### src/rtl/memory_board.sv
// -----------------------------------------------------------------------------
// memory_board
//   Game core for a two-player 4x4 "memory" (concentration) card game.
//   Sixteen slots hold 3-bit face values; matching pairs are removed, a miss
//   passes the turn. A card-value memory can be reloaded between games.
//
// Ports
//   clk, rst          : clock, asynchronous active-high reset
//   btn_up/down/left/right : single-cycle cursor move pulses
//   btn_sel           : single-cycle pulse, select card under cursor
//   load, load_addr, load_val : card-value write port (idle board only)
//   cursor            : current slot, [3:2]=row, [1:0]=column
//   select            : one-cycle pulse per accepted btn_sel press
//   state             : {1'b0, face value} of the selected slot (held)
//   empty             : with select, 1 = legal pick (face-down, unmatched)
//   player            : player to move (0 = J1, 1 = J2)
//   revealed          : face-up mask for the current turn
//   matched           : removed-pair mask
//   pairs_left        : unmatched pairs remaining (8..0)
//   game_over         : high once every pair is matched
// -----------------------------------------------------------------------------
module memory_board #(
  parameter int unsigned HOLD_CYCLES = 4
) (
  input  logic        clk,
  input  logic        rst,
  input  logic        btn_up,
  input  logic        btn_down,
  input  logic        btn_left,
  input  logic        btn_right,
  input  logic        btn_sel,
  input  logic        load,
  input  logic [3:0]  load_addr,
  input  logic [2:0]  load_val,
  output logic [3:0]  cursor,
  output logic        select,
  output logic [3:0]  state,
  output logic        empty,
  output logic        player,
  output logic [15:0] revealed,
  output logic [15:0] matched,
  output logic [3:0]  pairs_left,
  output logic        game_over
);

  typedef enum logic [2:0] {PICK1, PICK2, SHOW, RESOLVE, DONE} fsm_t;

  fsm_t       fsm;
  logic [2:0] cards [16];
  logic [3:0] first_slot;
  logic [3:0] second_slot;
  logic [7:0] hold_cnt;

  logic load_ok;
  logic legal;

  // Loading is only allowed on an untouched board so a game in progress can
  // never have its cards swapped underneath it.
  assign load_ok = load && (fsm == PICK1) && (revealed == '0) && (matched == '0);
  assign legal   = !matched[cursor] && !revealed[cursor];

  always_ff @(posedge clk or posedge rst) begin
    if (rst) begin
      fsm         <= PICK1;
      cursor      <= '0;
      select      <= 1'b0;
      state       <= '0;
      empty       <= 1'b0;
      player      <= 1'b0;
      revealed    <= '0;
      matched     <= '0;
      pairs_left  <= 4'd8;
      game_over   <= 1'b0;
      hold_cnt    <= '0;
      first_slot  <= '0;
      second_slot <= '0;
      // NOTE: this small card store is deliberately reset (to the default
      // pair layout i>>1), so it must stay in flops; a RAM macro could not
      // be cleared here.
      for (int i = 0; i < 16; i++) cards[i] <= 3'(i >> 1);
    end else begin
      select <= 1'b0;
      case (fsm)
        PICK1, PICK2: begin
          // Priority: accepted load > sel > up > down > left > right.
          if (load_ok) begin
            cards[load_addr] <= load_val;
          end else if (btn_sel) begin
            select <= 1'b1;
            state  <= {1'b0, cards[cursor]};
            empty  <= legal;
            if (legal) begin
              revealed[cursor] <= 1'b1;
              if (fsm == PICK1) begin
                first_slot <= cursor;
                fsm        <= PICK2;
              end else begin
                second_slot <= cursor;
                hold_cnt    <= 8'(HOLD_CYCLES);
                fsm         <= SHOW;
              end
            end
          end else if (btn_up) begin
            cursor[3:2] <= cursor[3:2] - 2'd1;
          end else if (btn_down) begin
            cursor[3:2] <= cursor[3:2] + 2'd1;
          end else if (btn_left) begin
            cursor[1:0] <= cursor[1:0] - 2'd1;
          end else if (btn_right) begin
            cursor[1:0] <= cursor[1:0] + 2'd1;
          end
        end

        SHOW: begin
          // Leaves on the edge where the count would reach zero, so the pair
          // is shown for exactly HOLD_CYCLES cycles.
          if (hold_cnt <= 8'd1) fsm <= RESOLVE;
          if (hold_cnt != 8'd0) hold_cnt <= hold_cnt - 8'd1;
        end

        RESOLVE: begin
          revealed <= '0;
          if (cards[first_slot] == cards[second_slot]) begin
            matched[first_slot]  <= 1'b1;
            matched[second_slot] <= 1'b1;
            pairs_left           <= pairs_left - 4'd1;
            if (pairs_left == 4'd1) begin
              game_over <= 1'b1;
              fsm       <= DONE;
            end else begin
              fsm <= PICK1;
            end
          end else begin
            player <= ~player;
            fsm    <= PICK1;
          end
        end

        default: begin
          // DONE: frozen until reset.
        end
      endcase
    end
  end

endmodule

### config.mk
export PLATFORM = sky130hd
export DESIGN_NAME = memory_board
export DESIGN_NICKNAME = d
export VERILOG_FILES = /design/src/rtl/memory_board.sv
export SDC_FILE = /design/constraint.sdc
export NUM_CORES = 1
export LEC_CHECK = 0
export ABC_CLOCK_PERIOD_IN_PS = 8900
export CAP_MARGIN = 20
export CORE_ASPECT_RATIO = 0.7
export CORE_MARGIN = 2
export CORE_UTILIZATION = 26
export CTS_CLUSTER_DIAMETER = 80
export DETAILED_ROUTE_END_ITERATION = 12
export PLACE_DENSITY_LB_ADDON = 0.12
export SLEW_MARGIN = 20
export SYNTH_ARGS = -nofsm -noshare
export SYNTH_HDL_FRONTEND = slang
export SYNTH_SLANG_ARGS = --single-unit
### constraint.sdc
create_clock -name clk -period 8.9 [get_ports clk]
set_clock_uncertainty 0.05 [all_clocks]
set_input_delay 2.67 -clock clk [delete_from_list [all_inputs] [get_ports clk]]
set_output_delay 2.67 -clock clk [all_outputs]
set_load 0.01 [all_outputs]
# Word level (Yosys, flattened, before mapping)
# Cells that the tools add are included.
# classes
addsub,6
n_lt_le_gt_ge,12
eq_ne,11
n_mux,47
bitwise,14
reduce_logical,32
# op_table
cell,count
bitwise mux 48 bit,1
2-to-1 mux 16 bit,3
OR 16 bit,3
2-to-1 mux 8 bit,5
2-to-1 mux 3 bit,13
binary-select mux 3 bit (select 4 bit),3
logical NOT 16 bit,2
case mux 16 bit (2 select lines),1
>= comparator 5 bit (second input constant),4
inverter 4 -> 5 bit,4
case mux 8 bit (2 select lines),1
less-than comparator 4 x 5 -> 1 bit (second input constant),3
AND reduction 5 bit,3
demux 1 bit (select 4 bit),3
demux 3 bit (select 4 bit),1
>= comparator 4 x 1 -> 1 bit (second input constant),3
inequality test 2 bit (second input constant),6
AND reduction 6 bit,2
2-to-1 mux 2 bit,5
case mux 3 bit (3 select lines),1
binary-select mux 1 bit (select 4 bit),2
less-or-equal comparator 8 x 1 -> 1 bit (second input constant),1
logical AND 1 bit,8
2-to-1 mux 1 bit,8
19 further kinds,36
# totals
regBits,114
in_bits,15
out_inout_bits,48
wordCells,152

# Depth between registers and ports, before layout
# logic_depth
ltp_word,9
depth_mapped,11
ltp_nobuf,7

# Worst setup path before layout
# OpenSTA, ideal clock, no wires.
# synth_path
path_kind,input port to flip-flop
start,input port load
end,register cards[37] in the netlist's numbering
setup_time_ns,0.125
arrival_time_ns,4.387
t_required_ns,8.725
slack_ns,4.339
cell_stages,6
n_path_buf,0
path_cell_list,nor4b_1 nand4_1 nor4_1 nor3b_1 nand3_1 mux2_2
# synth_via
elab_chain_len,4
# synth_rtl
item,line_no,rtl
"start, declared",32,"input logic load,"
logical AND 1 bit (3 in a row),59,assign load_ok = load && (fsm == PICK1) && (revealed == '0) && (matched == '0);
AND reduction 2 bit (no source line),n/a,
"end signal, assigned by index",87,cards[load_addr] <= load_val;
"end, declared",49,logic [2:0] cards [16];
# Every way passes these cells.
# A chain may end at the register's enable or synchronous reset.

# Final worst setup path
# layout_path
start,register cursor[3]
end,output port cursor[3]
# layout_rtl
item,line_no,rtl
"start, declared",35,"output logic [3:0] cursor,"
"start signal, assigned",104,cursor[3:2] <= cursor[3:2] - 2'd1;
"start signal, assigned",106,cursor[3:2] <= cursor[3:2] + 2'd1;
# No word-level cell between the ends.

==> qor.log <==
qor: outcome.status complete, no violations
qor: routing.avg_wl_per_cell 20.6 um
qor: critical_path.timing.critical_path.slowest_cell_delay 0.90 ns
qor: routing.detail_route.vias_per_cell 4.99
qor: clocking.cts-root-buf sky130_fd_sc_hd__clkbuf_16
qor: min_path.worst_hold_startpoint player
qor: die.io_pins 63
qor: synth.yosysUniqueCellTypes 50
qor: finish.drive_above_1_share 0.281
qor: critical_path.crit_arrival 2.00 ns
qor: synth.synth_async_sr_flop_share 1.00
qor: clocking.tritoncts done
qor: die.initial_core_utilization 0.264
qor: finish.filler_cell_count 2337
qor: critical_path.crit_start_category flip-flop
qor: clocking.worstSkewPairLatency 0.42 ns
qor: finish.diodes 0
qor: finish.synthToLayoutAreaGrowth 23.5%
qor: critical_path.critical_path.reg2reg.startpoint first_slot[0]
qor: routing.antenna_violating_nets_post_route 0
qor: timing.tightest_slew 0.992 ns
qor: min_path.hold_class flip-flop to flip-flop
qor: placement.preCtsSetupSlack 3.79 ns
qor: synth.synth_seq_cells 114
qor: timing.final-hold-violation-count 0
qor: die.design.die.area 0.0252 mm^2
qor: grt.grt_overflow 0
qor: synth.synth_mux_area_frac 0.266
qor: synth.postSynthCellCount 507
qor: finish.layout.cells.non_filler 894
qor: synth.synth_ff_type sky130_fd_sc_hd__dfrtp_1
qor: clocking.number_of_buffers_inserted_by_post_cts_setup_repair 0
qor: timing.final.setup.tns 0 ns
qor: timing.final-setup-viol-count 0
qor: routing.via_count 4462
qor: synth.yosys.area_share.adder 0.00804
qor: grt.grt_max_degree 75
qor: die.floorplan.die.height 133 um
qor: critical_path.worst-r2r-setup-slack 5.17 ns
qor: pwr.peakVddDrop 137 uV
qor: synth.synthesis.area_per_instance 12.3 um^2
qor: critical_path.rr_worst_depth 7
qor: die.std_cell_rows 47
qor: synth.ys.warnings.count 0
qor: timing.slew_headroom 0.339
qor: placement.port_buffers 61
qor: routing.drc_errors 0
qor: synth.post_synth_instance_area 0.00623 mm^2
qor: critical_path.crit_path_cell_trace clkdlybuf4s50_1
qor: synth.synth.yosys.seq_area_share 0.463
qor: clocking.cts-buffers-inserted 17
qor: timing.final_cycle_utilization_of_the_critical_path 0.530
qor: die.design.core.area 0.0236 mm^2
qor: critical_path.crit_slowest_cell sky130_fd_sc_hd__dfrtp_1
qor: synth.dominant_combinational_cell_family_by_area_after_synthesis multiplexers
qor: routing.detail_route.iter0.violations 329
qor: die.die_width 189 um
qor: timing.final_max_slew_viol_count 0
qor: synth.number_of_synthesized_flops_with_an_enable_pin 0
qor: job.max_cap_viol_count 0
qor: critical_path.critPathBufInv 1
qor: synth.postSynthNetCount 526
qor: synth.synth_compound_gate_area_share 0.0990
qor: routing.detail_route.first_pass.iterations 4
qor: finish.final_cell_mix 89 x sky130_fd_sc_hd__dfrtp_1, 61 x sky130_fd_sc_hd__clkdlybuf4s50_1, 60 x sky130_fd_sc_hd__mux2_2
qor: grt.grt_pass1_vias 4577
qor: clocking.cts_repair_resize_count 0
qor: grt.overall_routing_resource_usage 0.155
qor: finish.final_nets 582
qor: critical_path.worstPathMaxFanout 20
qor: synth.synthXorXnorAreaFrac 0.0155
qor: grt.grt_first_pass_wirelength 28900 um
qor: clocking.clk_pin_slew_worst_paths 0.05 ns
qor: critical_path.setup.worst_path.class flip-flop to output port
qor: timing.fin_crit 4.72 ns
qor: placement.place_hpwl 13200 um
qor: clocking.numClockSinks 114
qor: routing.routed_wirelength 18400 um
qor: clocking.cts-root-to-sink-buffers 2
qor: critical_path.cp_top_family flip-flops
qor: critical_path.setup.worst_path.end_class output port
qor: timing.worst_slack 4.18 ns
qor: clocking.cts_hold_buffers 0
qor: timing.rsz_0062_raised_after_global_routing no
qor: synth.synth_simple_gate_area_frac 0.118
qor: critical_path.required 6.18 ns
qor: min_path.hold-path-cell-count 1
qor: min_path.worst_hold_path.endpoint player
qor: clocking.htreeDepth 4
qor: critical_path.crit-reg2reg-capture pairs_left[3]
qor: pwr.power_density 324 mW/mm^2
qor: grt.grt_antenna_before_repair 0
qor: timing.max_freq 0.212 GHz
qor: pwr.static-leakage-power 3.15 nW
qor: placement.post-place-cells 862
qor: placement.gpl.final_weighted_congestion 0.766
qor: finish.layout.cells.most_common sky130_fd_sc_hd__dfrtp_1
[registers in the layout, indices dropped and copies added (netlist names)]
| register | count |
|---|---|
| cards | 48 |
| cursor | 4 |
| empty | 1 |
| first_slot | 4 |
| fsm | 3 |
| game_over | 1 |
| hold_cnt | 8 |
| matched | 16 |
| pairs_left | 4 |
| player | 1 |
| revealed | 16 |
| second_slot | 4 |
| select | 1 |
| state | 3 |
[worst max-delay path by stage]
| stage | endpoint | cells past startpoint | from |
|---|---|---|---|
| after floorplan | cards[13] | 1 | rst |
| after global routing | cursor[3] | 1 | cursor[3] |
| final | cursor[3] | 1 | cursor[3] |
| after detailed placement | cards[38] | 8 | load |
| after global placement | cards[38] | 8 | load |
| after CTS | cursor[3] | 1 | cursor[3] |
[layout make-up]
cell class / instances / area [um^2] / share of cell area
Sequential cell: 114 / 2880 / 0.375
Clock inverter: 5 / 50.0 / 0.00651
Tap cell: 318 / 398 / 0.0517
Multi-Input combinational cell: 354 / 3160 / 0.411
Clock buffer: 27 / 503 / 0.0654
Inverter: 8 / 32.5 / 0.00423
Timing Repair Buffer: 68 / 663 / 0.0862
[routing by layer]
layer / vias to the layer above / routed length, um / global-route usage
li1: 2015 / - / -
met1: 2333 / 9680 / 0.239
met5: - / 0 / 0
met4: 0 / 131 / 0.0499
met3: 9 / 800 / 0.0332
met2: 105 / 7770 / 0.212
[cells in the mapped netlist (all sizes together) (7+ instances only)]
cell type,instances,area (um^2)
a21oi,12,60.1
a22oi,26,195
buf,13,86.3
clkbuf,18,67.6
dfrtp,89,2230
dfstp,25,657
inv,8,30.0
mux2,60,676
mux4,43,983
nand2,30,113
nand2b,7,43.8
nand3,8,40.0
nor2,51,191
nor2b,16,100
nor3,7,35.0
o21a,8,60.1
o21ai,8,40.0
o21bai,18,143
xor2,8,70.1
[power by group]
group          internal, mW  total [mW]  switching, mW
clock                 0.411       0.644          0.232
sequential            0.668       0.882          0.213
combinational         0.478       0.970          0.492
[kinds of logic after synthesis]
logic type | after synthesis
and+or+nand+nor | 147
DFF | 114
muxes | 103
AOI/OAI and AO/OA | 88
buffers and inverters | 39
xor gates and xnor gates | 11
adders and majority gates | 4
other | 1
[through the flow]
stage | util | power (mW) | hold WS [ns] | area (um^2)
final | 0.326 | 2.49 | 0.419 | 7690
after global placement | 0.303 | 1.86 | 0.408 | 7140
after detailed placement | 0.303 | 1.87 | 0.411 | 7140
after global routing | 0.326 | 2.66 | 0.445 | 7690
after floorplan | - | 1.46 | 0.412 | 6230
after CTS | 0.326 | 2.52 | 0.418 | 7690
No activity file was read; power rests on OpenSTA's default activity.
